### config.mk
export PLATFORM = sky130hd
export DESIGN_NAME = ps2_mouse_master_ctrl
export DESIGN_NICKNAME = d
export VERILOG_FILES = /design/src/rtl/ps2_mouse_master_ctrl.sv
export SDC_FILE = /design/constraint.sdc
export NUM_CORES = 1
export LEC_CHECK = 0
export BUFFER_PORTS_ARGS = -buffer_cell sky130_fd_sc_hd__buf_2
export CAP_MARGIN = 15
export CORE_MARGIN = 2
export CORE_UTILIZATION = 30
export CTS_CLUSTER_DIAMETER = 120
export DETAILED_ROUTE_END_ITERATION = 10
export SYNTH_ARGS = -nofsm -noshare
export SYNTH_HDL_FRONTEND = slang
export SYNTH_SLANG_ARGS = --single-unit
### constraint.sdc
create_clock -name CLK -period 3 [get_ports CLK]
set_clock_uncertainty 0.2 [all_clocks]
set_input_delay 0.45 -clock CLK [delete_from_list [all_inputs] [get_ports CLK]]
set_output_delay 0.45 -clock CLK [all_outputs]
set_load 0.005 [all_outputs]
### src/rtl/ps2_mouse_master_ctrl.sv
// ---------------------------------------------------------------------------
// ps2_mouse_master_ctrl
//
// PS/2 mouse host controller. Sits between a PS/2 byte transmitter/receiver
// pair and the bus-side mouse peripheral. After power-up it resets the mouse,
// optionally knocks it into IntelliMouse wheel mode (sample rates 200/100/80
// followed by a Get-ID), enables streaming and then assembles 3- or 4-byte
// movement packets. Each packet is presented atomically with a one-cycle
// interrupt. Failed handshakes retry a bounded number of times before FAIL
// latches.
//
// Ports
//   CLK, RESET        clock, asynchronous active-low reset
//   SEND_BYTE         one-cycle transmit request (first cycle of SEND_CMD)
//   BYTE_TO_SEND      command byte, held while the command is in flight
//   BYTE_SENT         transmitter done pulse
//   READ_ENABLE       receiver enable (registered, follows state by 1 cycle)
//   BYTE_READ         received byte
//   BYTE_ERROR_CODE   receiver error, 2'b00 = ok
//   BYTE_READY        received-byte strobe
//   MOUSE_STATUS/DX/DY/DZ  last complete packet (DZ = 0 outside wheel mode)
//   WHEEL_MODE        device identified itself as ID 0x03
//   SEND_INTERRUPT    one-cycle packet-valid pulse
//   PKT_ERROR         one-cycle pulse when a misframed first byte is dropped
//   FAIL              sticky, retries exhausted
//   STATE             encoded current state (debug)
// ---------------------------------------------------------------------------
module ps2_mouse_master_ctrl #(
  parameter int POWERUP_CYCLES     = 500_000,
  parameter int ACK_TIMEOUT_CYCLES = 500_000,
  parameter int BAT_TIMEOUT_CYCLES = 50_000_000,
  parameter int MAX_RETRIES        = 3,
  parameter int ENABLE_WHEEL       = 1
) (
  input  logic       CLK,
  input  logic       RESET,
  output logic       SEND_BYTE,
  output logic [7:0] BYTE_TO_SEND,
  input  logic       BYTE_SENT,
  output logic       READ_ENABLE,
  input  logic [7:0] BYTE_READ,
  input  logic [1:0] BYTE_ERROR_CODE,
  input  logic       BYTE_READY,
  output logic [7:0] MOUSE_STATUS,
  output logic [7:0] MOUSE_DX,
  output logic [7:0] MOUSE_DY,
  output logic [3:0] MOUSE_DZ,
  output logic       WHEEL_MODE,
  output logic       SEND_INTERRUPT,
  output logic       PKT_ERROR,
  output logic       FAIL,
  output logic [3:0] STATE
);

  typedef enum logic [3:0] {
    S_POWERUP  = 4'd0,
    S_SEND_CMD = 4'd1,
    S_WAIT_ACK = 4'd2,
    S_WAIT_BAT = 4'd3,
    S_WAIT_ID0 = 4'd4,
    S_WAIT_ID  = 4'd5,
    S_RETRY    = 4'd6,
    S_FAILED   = 4'd7,
    S_STREAM   = 4'd8
  } state_t;

  localparam logic [31:0] PWR_LAST  = 32'(POWERUP_CYCLES - 1);
  localparam logic [31:0] ACK_LAST  = 32'(ACK_TIMEOUT_CYCLES - 1);
  localparam logic [31:0] BAT_LAST  = 32'(BAT_TIMEOUT_CYCLES - 1);
  localparam logic [7:0]  RETRY_MAX = 8'(MAX_RETRIES);

  // Command list. The wheel variant inserts the 200/100/80 sample-rate knock
  // and a Get-ID between the reset and the stream enable.
  function automatic logic [7:0] f_cmd(input logic [3:0] idx);
    logic [7:0] c;
    c = 8'hFF;
    if (ENABLE_WHEEL != 0) begin
      case (idx)
        4'd1, 4'd3, 4'd5: c = 8'hF3;
        4'd2:             c = 8'hC8;
        4'd4:             c = 8'h64;
        4'd6:             c = 8'h50;
        4'd7:             c = 8'hF2;
        4'd8:             c = 8'hF4;
        default:          c = 8'hFF;
      endcase
    end else begin
      c = (idx == 4'd1) ? 8'hF4 : 8'hFF;
    end
    return c;
  endfunction

  state_t      r_state, w_state_nxt;
  logic [3:0]  r_idx, w_idx_nxt;
  logic [7:0]  r_retries, w_retries_nxt;
  logic        r_wheel, w_wheel_nxt;
  logic [31:0] r_timer;
  logic [1:0]  r_cnt;
  logic [7:0]  r_b0, r_b1, r_b2;
  logic        r_send, r_rd_en, r_int, r_pkt_err, r_fail;
  logic [7:0]  r_byte, r_status, r_dx, r_dy;
  logic [3:0]  r_dz;

  logic        w_rx_ok, w_timeout, w_enter, w_counting;
  logic [7:0]  w_cur_cmd;
  logic [1:0]  w_last_cnt;

  assign w_rx_ok    = BYTE_READY && (BYTE_ERROR_CODE == 2'b00);
  assign w_cur_cmd  = f_cmd(r_idx);
  assign w_enter    = (w_state_nxt != r_state);
  assign w_last_cnt = r_wheel ? 2'd3 : 2'd2;
  assign w_counting = (r_state == S_POWERUP) || (r_state == S_WAIT_ACK) ||
                      (r_state == S_WAIT_BAT) || (r_state == S_WAIT_ID0) ||
                      (r_state == S_WAIT_ID);

  always_comb begin
    w_timeout = 1'b0;
    case (r_state)
      S_POWERUP:                       w_timeout = (r_timer == PWR_LAST);
      S_WAIT_ACK, S_WAIT_ID0, S_WAIT_ID: w_timeout = (r_timer == ACK_LAST);
      S_WAIT_BAT:                      w_timeout = (r_timer == BAT_LAST);
      default:                         w_timeout = 1'b0;
    endcase
  end

  // Next-state logic. In every WAIT_* state a received byte is decided
  // before the timeout, so a byte landing on the timeout cycle still counts.
  always_comb begin
    w_state_nxt   = r_state;
    w_idx_nxt     = r_idx;
    w_retries_nxt = r_retries;
    w_wheel_nxt   = r_wheel;
    case (r_state)
      S_POWERUP: begin
        if (w_timeout) begin
          w_state_nxt = S_SEND_CMD;
          w_idx_nxt   = 4'd0;
        end
      end
      S_SEND_CMD: begin
        if (BYTE_SENT) w_state_nxt = S_WAIT_ACK;
      end
      S_WAIT_ACK: begin
        if (BYTE_READY) begin
          if (w_rx_ok && BYTE_READ == 8'hFA) begin
            case (w_cur_cmd)
              8'hFF:   w_state_nxt = S_WAIT_BAT;
              8'hF2:   w_state_nxt = S_WAIT_ID;
              8'hF4:   w_state_nxt = S_STREAM;
              default: begin
                w_idx_nxt   = r_idx + 4'd1;
                w_state_nxt = S_SEND_CMD;
              end
            endcase
          end else begin
            w_state_nxt = S_RETRY;
          end
        end else if (w_timeout) begin
          w_state_nxt = S_RETRY;
        end
      end
      S_WAIT_BAT: begin
        if (BYTE_READY)
          w_state_nxt = (w_rx_ok && BYTE_READ == 8'hAA) ? S_WAIT_ID0 : S_RETRY;
        else if (w_timeout)
          w_state_nxt = S_RETRY;
      end
      S_WAIT_ID0: begin
        if (BYTE_READY) begin
          if (w_rx_ok && BYTE_READ == 8'h00) begin
            w_idx_nxt   = r_idx + 4'd1;
            w_state_nxt = S_SEND_CMD;
          end else begin
            w_state_nxt = S_RETRY;
          end
        end else if (w_timeout) begin
          w_state_nxt = S_RETRY;
        end
      end
      S_WAIT_ID: begin
        if (BYTE_READY) begin
          if (w_rx_ok && (BYTE_READ == 8'h03 || BYTE_READ == 8'h00)) begin
            w_wheel_nxt = (BYTE_READ == 8'h03);
            w_idx_nxt   = r_idx + 4'd1;
            w_state_nxt = S_SEND_CMD;
          end else begin
            w_state_nxt = S_RETRY;
          end
        end else if (w_timeout) begin
          w_state_nxt = S_RETRY;
        end
      end
      S_RETRY: begin
        if (r_retries == RETRY_MAX) begin
          w_state_nxt = S_FAILED;
        end else begin
          w_retries_nxt = r_retries + 8'd1;
          w_idx_nxt     = 4'd0;
          w_wheel_nxt   = 1'b0;
          w_state_nxt   = S_SEND_CMD;
        end
      end
      S_FAILED: w_state_nxt = S_FAILED;
      S_STREAM: begin
        // Receiver error while streaming: full re-initialisation, not a retry.
        if (BYTE_READY && BYTE_ERROR_CODE != 2'b00) begin
          w_idx_nxt     = 4'd0;
          w_retries_nxt = 8'd0;
          w_state_nxt   = S_SEND_CMD;
        end
      end
      default: w_state_nxt = S_POWERUP;
    endcase
    if (w_state_nxt == S_STREAM && r_state != S_STREAM) w_retries_nxt = 8'd0;
  end

  always_ff @(posedge CLK or negedge RESET) begin
    if (!RESET) begin
      r_state   <= S_POWERUP;
      r_idx     <= 4'd0;
      r_retries <= 8'd0;
      r_wheel   <= 1'b0;
      r_timer   <= 32'd0;
    end else begin
      r_state   <= w_state_nxt;
      r_idx     <= w_idx_nxt;
      r_retries <= w_retries_nxt;
      r_wheel   <= w_wheel_nxt;
      if (w_enter)         r_timer <= 32'd0;
      else if (w_counting) r_timer <= r_timer + 32'd1;
    end
  end

  // Command strobe, receiver enable and packet assembly. Packet bytes are
  // staged in r_b* so the visible outputs change only on a complete packet.
  always_ff @(posedge CLK or negedge RESET) begin
    if (!RESET) begin
      r_send    <= 1'b0;
      r_byte    <= 8'hFF;
      r_rd_en   <= 1'b0;
      r_int     <= 1'b0;
      r_pkt_err <= 1'b0;
      r_fail    <= 1'b0;
      r_cnt     <= 2'd0;
      r_b0      <= 8'd0;
      r_b1      <= 8'd0;
      r_b2      <= 8'd0;
      r_status  <= 8'd0;
      r_dx      <= 8'd0;
      r_dy      <= 8'd0;
      r_dz      <= 4'd0;
    end else begin
      r_send    <= 1'b0;
      r_int     <= 1'b0;
      r_pkt_err <= 1'b0;
      if (w_enter && w_state_nxt == S_SEND_CMD) begin
        r_send <= 1'b1;
        r_byte <= f_cmd(w_idx_nxt);
      end
      r_rd_en <= !((r_state == S_POWERUP) || (r_state == S_SEND_CMD) ||
                   (r_state == S_FAILED));
      if (w_state_nxt == S_FAILED) r_fail <= 1'b1;
      if (r_state != S_STREAM) begin
        r_cnt <= 2'd0;
      end else if (BYTE_READY) begin
        if (BYTE_ERROR_CODE != 2'b00) begin
          r_cnt <= 2'd0;
        end else if (r_cnt == 2'd0 && !BYTE_READ[3]) begin
          // Status byte always has bit 3 set; anything else is out of sync.
          r_pkt_err <= 1'b1;
        end else if (r_cnt == w_last_cnt) begin
          r_cnt    <= 2'd0;
          r_int    <= 1'b1;
          r_status <= r_b0;
          r_dx     <= r_b1;
          if (r_wheel) begin
            r_dy <= r_b2;
            r_dz <= BYTE_READ[3:0];
          end else begin
            r_dy <= BYTE_READ;
            r_dz <= 4'd0;
          end
        end else begin
          r_cnt <= r_cnt + 2'd1;
          case (r_cnt)
            2'd0:    r_b0 <= BYTE_READ;
            2'd1:    r_b1 <= BYTE_READ;
            default: r_b2 <= BYTE_READ;
          endcase
        end
      end
    end
  end

  assign SEND_BYTE      = r_send;
  assign BYTE_TO_SEND   = r_byte;
  assign READ_ENABLE    = r_rd_en;
  assign MOUSE_STATUS   = r_status;
  assign MOUSE_DX       = r_dx;
  assign MOUSE_DY       = r_dy;
  assign MOUSE_DZ       = r_dz;
  assign WHEEL_MODE     = r_wheel;
  assign SEND_INTERRUPT = r_int;
  assign PKT_ERROR      = r_pkt_err;
  assign FAIL           = r_fail;
  assign STATE          = r_state;

endmodule

==> Yosys cells after proc, flatten, opt, wreduce, memory -nomap -nowiden <==
Memory sizes are Yosys's and may differ from the RTL's. A register that Yosys moved wholly into a read port is not among the register bits.
Index checks and enable logic that the tools add are counted.
{ "totals": {"ff_bits": 116, "rom_bits": 224, "inputBits": 14, "out_inout_bits": 46, "mem_count": 2} }
{ "classes": {"addsub": 4, "n_eq_ne": 30, "mux": 55, "bitwise": 5, "reduce_logical": 38} }
{ "memory_table": {"columns": ["memory", "words", "word_bits", "read_ports", "rd_ports_with_merged_regs", "wr", "line", "source"], "rows": [
  ["(name not given)", 16, 7, 1, 1, 0, "78", "case (idx)"],
  ["(name not given)", 16, 7, 1, 0, 0, "78", null]
]} }
{ "ops": {"columns": ["operator", "n"], "rows": [
  ["$mux 4", 20],
  ["$mux 32", 2],
  ["$eq 8x8->1 const B", 5],
  ["$pmux 4 s9", 1],
  ["$add 32x1->32 const B", 1],
  ["$eq 32x19->1 const B", 1],
  ["$eq 32x26->1 const B", 1],
  ["$mux 8", 4],
  ["$pmux 4 s6", 1],
  ["$eq 4x3->1 const B", 5],
  ["$reduce_and 6->1", 3],
  ["$eq 8x2->1 const B", 2],
  ["$pmux 8 s2", 1],
  ["$mux 1", 14],
  ["$mux 2", 6],
  ["$pmux 4 s3", 1],
  ["$logic_and 1x1->1", 9],
  ["$mux 3", 3],
  ["$ne 3x3->1 const B", 3],
  ["$add 8x1->8 const B", 1],
  ["$eq 4x1->1 const B", 2],
  ["$eq 4x2->1 const B", 2],
  ["$eq 4x4->1 const B", 2],
  ["$logic_not 8->1", 1],
  ["23 further kinds", 41]
]} }

==> Longest topological paths before layout <==
Gate-level depths: netlist of run 1.
{ "logic_depth": {"depth_word": 10, "mapped_depth": 11} }

==> Least setup slack after synthesis of run 1 <==
No wires, ideal clock.
{ "synth_path": {"path_kind": "reg2reg", "from": "register r_idx[0]", "to": "register r_byte[1] (netlist: BYTE_TO_SEND[1])", "arrival_time_ns": 2.928, "t_required_ns": 2.736, "slack_ns": -0.192, "stages_incl_launch_ff": 11, "n_path_buf": 1, "path_cell_list": "dfrtp_1 > clkbuf_1 > inv_1 > ha_1 > or4b_2 > o221a_2 > a22o_1 > o21ai_0 > o21ai_0 > or4b_1 > nand3_1"} }
{ "synth_via": {"elab_chain_len": 8, "elab_cells_between_ends": 24} }
{ "synth_rtl": {"columns": ["item", "line", "source"], "rows": [
  ["from (decl)", "94", "logic [3:0] r_idx, w_idx_nxt;"],
  ["from (signal assigned)", "226", "r_idx <= w_idx_nxt;"],
  ["$mem_v2 16x7", null, null],
  ["$eq 8x8->1", "146", "case (w_cur_cmd)"],
  ["$pmux 4 s3", "146", null],
  ["$mux 4", "145", "if (w_rx_ok && BYTE_READ == 8'hFA) begin"],
  ["$mux 4", "144", "if (BYTE_READY) begin"],
  ["$pmux 4 s9", "133", "case (r_state)"],
  ["$ne 4x4->1 / $eq 4x1->1 (equally long branches)", "110, 256", null],
  ["$logic_and 1x1->1", "256", "if (w_enter && w_state_nxt == S_SEND_CMD) begin"],
  ["to (decl)", "101", "logic [7:0] r_byte, r_status, r_dx, r_dy;"]
]} }
Parallel ways exist; a longest one is shown, timed or not.
A chain may end at the register's enable or synchronous reset.

==> Final worst setup path of run 1 <==
{ "layout_path": {"from": "register r_state[2] (netlist: STATE[2])", "to": "register r_timer[30]"} }
{ "layout_via": {"elab_chain_len": 8, "elab_cells_between_ends": 27} }
{ "layout_rtl": {"columns": ["item", "line", "source"], "rows": [
  ["from (decl)", "93", "state_t r_state, w_state_nxt;"],
  ["from (signal assigned)", "225", "r_state <= w_state_nxt;"],
  ["$eq 4x2->1 (tied with other cells)", "112, 118, 133", null],
  ["$reduce_or 4->1 (no source line)", null, null],
  ["$pmux 1 s2", "118", "case (r_state)"],
  ["$mux 4", null, null],
  ["$mux 4 (on tied branches)", null, null],
  ["$pmux 4 s9", "133", null],
  ["$ne 4x4->1", "110", "assign w_enter = (w_state_nxt != r_state);"],
  ["$mux 32 / $reduce_bool 2->1 (equally long branches)", null, null],
  ["to (signal assigned)", "230", "else if (w_counting) r_timer <= r_timer + 32'd1;"],
  ["to (decl)", "97", "logic [31:0] r_timer;"]
]} }
Parallel ways exist; a longest one is shown, timed or not.

==> flow_summary.json, run 1 <==
{
  "wirelength_um": 13600,
  "worstPathArrival_ns": 2.98,
  "clk_pin_slew_worst_paths_ns": 0.06,
  "synthCells": 613,
  "setup_viol": 0,
  "hpwl_um": 9610,
  "cts-root-buf": "clkbuf_16",
  "final_area_um2": 7330,
  "cts.htree.levels": 4,
  "slowest_delay_ns": 0.50,
  "post-route-period-util_pct": 94.9,
  "clock_path_buffers": 2,
  "grt_usage_pct": 14.0,
  "ant_nets": 0,
  "yosysTopAreaCellShare_pct": 46.0,
  "clock.fmax_mhz": 351,
  "firstDrtPassIters": 5,
  "cts_tree": "built",
  "whs_ns": 0.155,
  "hold_viol": 0,
  "finalSetupTns_ns": 0,
  "yosys.area.top_type": "dfrtp_1",
  "synth_seq_cells": 115,
  "overflow": 0,
  "async_reset_ff_share_pct": 100,
  "syn-cell-area_um2": 5880,
  "p_leak_nw": 3.46,
  "synth_edf_count": 0,
  "cap_violations": 0,
  "vias_per_cell": 4.77,
  "cts_buffers": 17,
  "yosys-top-cells-area": "dfrtp_1 46%, nand2_1 7.0%, mux2_2 4.8%",
  "max-vdd-ir-drop_mv": 0.424,
  "crit_path_start_kind": "flip-flop",
  "antenna_found_initial": 0,
  "cellPowerDensity_nw_per_um2": 704,
  "clkLatencyLatePin_ns": 0.42,
  "grt_pass1_vias": 4594,
  "crit_path_top_delay_cell": "dfrtp_1",
  "layout_setup_ws_ns": 0.154,
  "slew_headroom_pct": 64.8,
  "place_congestion": 0.881,
  "placed_area_um2": 6670,
  "nets": 721,
  "io_buffers": 58,
  "drv_slew": 0,
  "grt_pass1_wl_um": 23000,
  "period_needed_ns": 2.85,
  "die_y_um": 144,
  "coreArea_um2": 19300,
  "drive_above_1_share_pct": 24.8,
  "drc": 0,
  "final_util_pct": 37.9,
  "status": "completed",
  "final_cell_mix": "110 x nand2_1, 108 x dfrtp_1, 68 x nor2_1, 57 x buf_2, 34 x buf_4",
  "cts_setup_buffers": 0,
  "areaGrowthSynthToFinish_pct": 24.7,
  "initial_core_util_pct": 30.4,
  "row_count": 51,
  "max_slew.worst_pin.slew_ns": 0.522,
  "synthFlopType": "dfrtp_1",
  "clock-sinks": 115,
  "n_antenna_cell": 0,
  "syn_area_per_cell_um2": 9.59,
  "wl_per_cell_um": 13.9,
  "dp_slack_ns": -0.00519,
  "path_cells": "buf_4, a21oi_1, nand4b_1, nor4b_1, nand3b_1, o21ai_1, a2111o_1, buf_12, nor2_1",
  "path_max_fanout": 32,
  "synth_cell_type_count": 66,
  "ios": 60,
  "crit_path_end_kind": "flip-flop",
  "first_iter_violations": 316,
  "dieArea_um2": 20700,
  "grt_max_degree": 53,
  "final_common_cell": "nand2_1",
  "synth-seq-area-share_pct": 49.1,
  "required_ns": 3.14,
  "syn_nets": 636,
  "critPathKind": "flip-flop to flip-flop",
  "dr_total_vias": 4653,
  "hp-class": "input pin to flip-flop",
  "die_w_um": 144,
  "ys_warn_count": 0
}
-- Yosys cell counts (4+ instances only) --
cell type,count
nor4b_1,5
dfrtp_1,108
a21oi_1,8
nor3b_1,5
inv_1,8
buf_2,5
nor2b_1,10
nand2b_1,13
dfstp_2,7
nand3_1,22
nor3_1,7
mux2_2,25
or2_2,4
nor2_1,68
nand2_1,110
nand4_1,15
o21ai_0,29
mux2i_1,10
clkbuf_1,20
o31ai_1,4
ha_1,9
xnor2_1,16
nor4_1,8
and3_1,19
xor2_1,21
-- metal layers --
metal  GRT usage, %  share of wire, %
met5              0                 0
met3           3.50               4.1
met1           19.0                49
met2           22.2                46
met4           4.02              0.89
-- per-stage QoR --
stage          power [mW]  instances
2_1_floorplan        2.61        613
3_3_place_gp         3.08        943
3_5_place_dp         3.09        943
4_1_cts              5.21        976
5_1_grt              5.46        976
6_report             5.16        976
-- worst paths after layout --
check | depth (start not counted) | from | end | slack (ns)
setup / recovery | 9 | STATE[2] | r_timer[30] | 0.15
hold / removal | 3 | BYTE_READ[2] | MOUSE_DZ[2] | 0.16
setup reg to reg | 9 | STATE[2] | r_timer[30] | 0.15
hold reg to reg | 2 | MOUSE_DX[2] | MOUSE_DX[2] | 0.26
max in group asynchronous | 3 | RESET | BYTE_TO_SEND[5] | 1.44
min in group asynchronous | 2 | RESET | SEND_INTERRUPT | 0.32
-- final cells by class --
class	instances	area, um^2
clock buffers	17	425
fillers	1917	12000
inverters	8	30.0
multi-input cells	462	2890
repair buffers	94	591
clock inverters	15	180
well taps	265	332
flip-flops and latches	115	2890
-- where the power goes --
part | total [mW] | switching, mW | internal, mW
clock network | 2.09 | 0.827 | 1.26
logic | 1.25 | 0.721 | 0.524
registers | 1.83 | 0.141 | 1.68
-- worst max-delay path: cells and delay by family (launching register included) --
| family | cells | cell delay, ns |
|---|---|---|
| DFF | 1 | 0.50 |
| and+or+nand+nor | 4 | 0.93 |
| AOI/OAI and AO/OA | 3 | 0.71 |
| buffers and inverters | 2 | 0.40 |
-- flip-flops by register name, summed over array words and instances (netlist names) --
signal and flops:
SEND_BYTE 1, r_idx 4, MOUSE_DY 8, FAIL 1
r_b2 8, PKT_ERROR 1, WHEEL_MODE 1, READ_ENABLE 1
r_retries 8, r_b0 8, r_cnt 2, MOUSE_DZ 4
SEND_INTERRUPT 1, r_timer 32, STATE 4, MOUSE_DX 8
MOUSE_STATUS 8, r_b1 8, BYTE_TO_SEND 7
-- cell families (layout without fill, tap and decap cells) --
| kind of cell | after synthesis | count (layout) | share of synthesized area, % |
|---|---|---|---|
| and+or+nand+nor | 308 | 308 | 26.2 |
| DFF | 115 | 115 | 49.1 |
| AOI/OAI and AO/OA | 71 | 71 | 7.94 |
| xor gates and xnor gates | 37 | 37 | 5.52 |
| buffers and inverters | 36 | 134 | 2.53 |
| muxes | 35 | 35 | 6.49 |
| adders and majority gates | 10 | 10 | 2.09 |
| other | 1 | 1 | 0.0638 |
-- repair_timing --
action | CTS | global route
endpoints found under the setup margin | 1 | 35
hold buffers | 1 | 0
pin swaps | 0 | 1
hold endpoints to repair | 33 | 0
resized for setup | 1 | 7
No activity file was read; power rests on OpenSTA's default activity.
==> run 2, diff against run 1 <==
Settings changed: ABC_AREA set to 1.
==> run 2 against run 1 <==
- critical path depth is 7 higher
- non-clock buffer count is 21 lower
- die area is 6.4% higher
- sequential share of layout area is 1.2 points lower
- critical endpoint is now r_timer[3]
- synthesized area is 6.6% higher
- cell count is 21% higher
- first-iteration DRC count is 2.8% lower
- clock power is 4% higher
- core utilization is 0.79 points lower
- worst hold slack worse by 0.073 ns
- global-route usage is 0.39 points higher
- via count is 16% higher
==> flow_summary.json, run 2 <==
{
  "status": "completed",
  "hold_end": "PKT_ERROR",
  "synth_seq_cells": 115,
  "clk_pin_slew_worst_paths_ns": 0.06,
  "yosysTopAreaCellShare_pct": 43.1,
  "ant_nets": 0,
  "final_area_um2": 7560,
  "synth.most_common_cell": "nand2_1",
  "grt_pass1_wl_um": 25600,
  "rsz0062_at_grt": "no",
  "critPathKind": "flip-flop to flip-flop",
  "crit_path_start_kind": "flip-flop",
  "cpMostUsedCell": "nand2_1",
  "post-route-period-util_pct": 87.9,
  "dieArea_um2": 22100,
  "period_needed_ns": 2.64,
  "path_buf_inv": 1,
  "clkLatencyLatePin_ns": 0.42,
  "antenna_found_initial": 0,
  "firstDrtPassIters": 5,
  "synthCells": 824,
  "cp_top_family": "simple AND/OR/NAND/NOR gates",
  "placed_area_um2": 6910,
  "wirelength_um": 15000,
  "io_buffers": 58,
  "n_antenna_cell": 0,
  "synth-seq-area-share_pct": 46.1,
  "wl_per_cell_um": 12.7,
  "slew_headroom_pct": 63.8,
  "ios": 60,
  "setup_viol": 0,
  "worstReg2RegEnd": "r_timer[3]",
  "cap_violations": 0,
  "syn_nets": 847,
  "path_max_fanout": 28,
  "synth_common_cells": "244 x nand2_1, 108 x dfrtp_1, 96 x inv_1",
  "synth_edf_count": 0,
  "grt_pass1_vias": 5210,
  "clock_path_buffers": 2,
  "die_y_um": 148,
  "max-vdd-ir-drop_mv": 0.379,
  "regMostFlops": "r_timer",
  "clock-sinks": 115,
  "overflow": 0,
  "cts_tree": "built",
  "synth_cell_type_count": 41,
  "nets": 922,
  "hp-class": "input pin to flip-flop",
  "required_ns": 3.09,
  "grt_max_degree": 50,
  "final_cell_mix": "244 x nand2_1, 108 x dfrtp_1, 96 x inv_1, 79 x nor2_1, 60 x o21ai_0",
  "initial_core_util_pct": 30.8,
  "cts.htree.levels": 4,
  "areaGrowthSynthToFinish_pct": 20.7,
  "grt_usage_pct": 14.4,
  "slowest_delay_ns": 0.38,
  "drv_slew": 0,
  "row_count": 52,
  "yosys-top-cells-area": "dfrtp_1 43%, nand2_1 15%, inv_1 5.8%",
  "drc": 0,
  "cts_buffers": 17,
  "coreArea_um2": 20400,
  "ys_warn_count": 0,
  "ff2ff_path_depth": 16,
  "hold_viol": 0,
  "whs_ns": 0.0819,
  "crit_path_end_kind": "flip-flop",
  "synthFlopType": "dfrtp_1",
  "syn-cell-area_um2": 6260,
  "drive_above_1_share_pct": 17.6,
  "max_slew.worst_pin.slew_ns": 0.540,
  "place_congestion": 0.921,
  "async_reset_ff_share_pct": 100,
  "cellPowerDensity_nw_per_um2": 729,
  "p_total_mw": 5.51,
  "die_w_um": 148,
  "worstPathArrival_ns": 2.73,
  "final_util_pct": 37.1,
  "dr_total_vias": 5384,
  "vias_per_cell": 4.56,
  "largest_reg_flops": 32,
  "hpwl_um": 11000,
  "p_leak_nw": 3.73,
  "n_fill_cell": 2110,
  "yosys.area.top_type": "dfrtp_1",
  "final_common_cell": "nand2_1",
  "finalSetupTns_ns": 0,
  "crit_path_top_delay_cell": "dfrtp_1",
  "cts-root-buf": "clkbuf_16",
  "clock.fmax_mhz": 379,
  "first_iter_violations": 307,
  "min_from": "BYTE_READ[3]",
  "syn_area_per_cell_um2": 7.60,
  "r2r-start": "r_timer[1]",
  "path_cells": "ha_1, nand2_1, nor2_1, nand2_1, nor2_1, nand3_2, inv_2, nand2_2, nand2_1, nor2_1, nor2_1, nand2_1, nand2_1, nand2_2, nand2_8, nor3_1",
  "hold_depth": 2,
  "regToRegSetupSlack_ns": 0.36
}
## run 2: through the flow
| step | cells | worst slack [ns] |
|---|---|---|
| after global placement | 1149 | 0.218 |
| after CTS | 1181 | 0.236 |
| after detailed placement | 1149 | 0.113 |
| final | 1181 | 0.364 |
| after global routing | 1181 | 0.0122 |
| after floorplan | 824 | 0.735 |
## run 2: power by group
| part | total (mW) | internal (mW) | switching (mW) |
|---|---|---|---|
| clock network | 2.17 | 1.40 | 0.771 |
| registers | 1.87 | 1.75 | 0.128 |
| logic | 1.47 | 0.456 | 1.01 |
## run 2: cell families after synthesis
group	Yosys count	synth area share [%]
DFF	115	46.1
xor gates and xnor gates	26	3.64
and+or+nand+nor	461	32.9
other	1	0.0599
buffers and inverters	123	7.91
AOI/OAI and AO/OA	89	7.57
adders and majority gates	9	1.80
## run 2: worst max path at each step
stage | start | endpoint | cells past startpoint
after floorplan | r_idx[0] | r_timer[25] | 18
after global placement | BYTE_ERROR_CODE[1] | r_timer[15] | 16
after detailed placement | BYTE_ERROR_CODE[1] | r_timer[3] | 16
after CTS | r_timer[1] | r_timer[3] | 16
after global routing | r_timer[1] | r_timer[3] | 15
final | r_timer[1] | r_timer[3] | 16
## run 2: final cells by class
type                            count  area (um^2)  area share, %
Timing Repair Buffer               73          420           5.56
Multi-Input combinational cell    586         2890           38.2
Inverter                          106          398           5.26
Clock inverter                     14          201           2.66
Sequential cell                   115         2890           38.2
Clock buffer                       17          425           5.63
Tap cell                          270          338           4.47
## run 2: repair_timing
action	CTS	global route
setup endpoints to repair	0	27
buffers inserted	0	0
hold buffers	1	0
hold endpoints to repair	33	0
resized for setup	0	1
## run 2: metal layers
layer	vias to the layer above	global-route usage (%)	wire, um
li1	2781	-	-
met1	2491	19.4	7310
met2	99	23.3	6890
met3	13	3.22	585
met4	0	4.33	165
met5	-	0	0
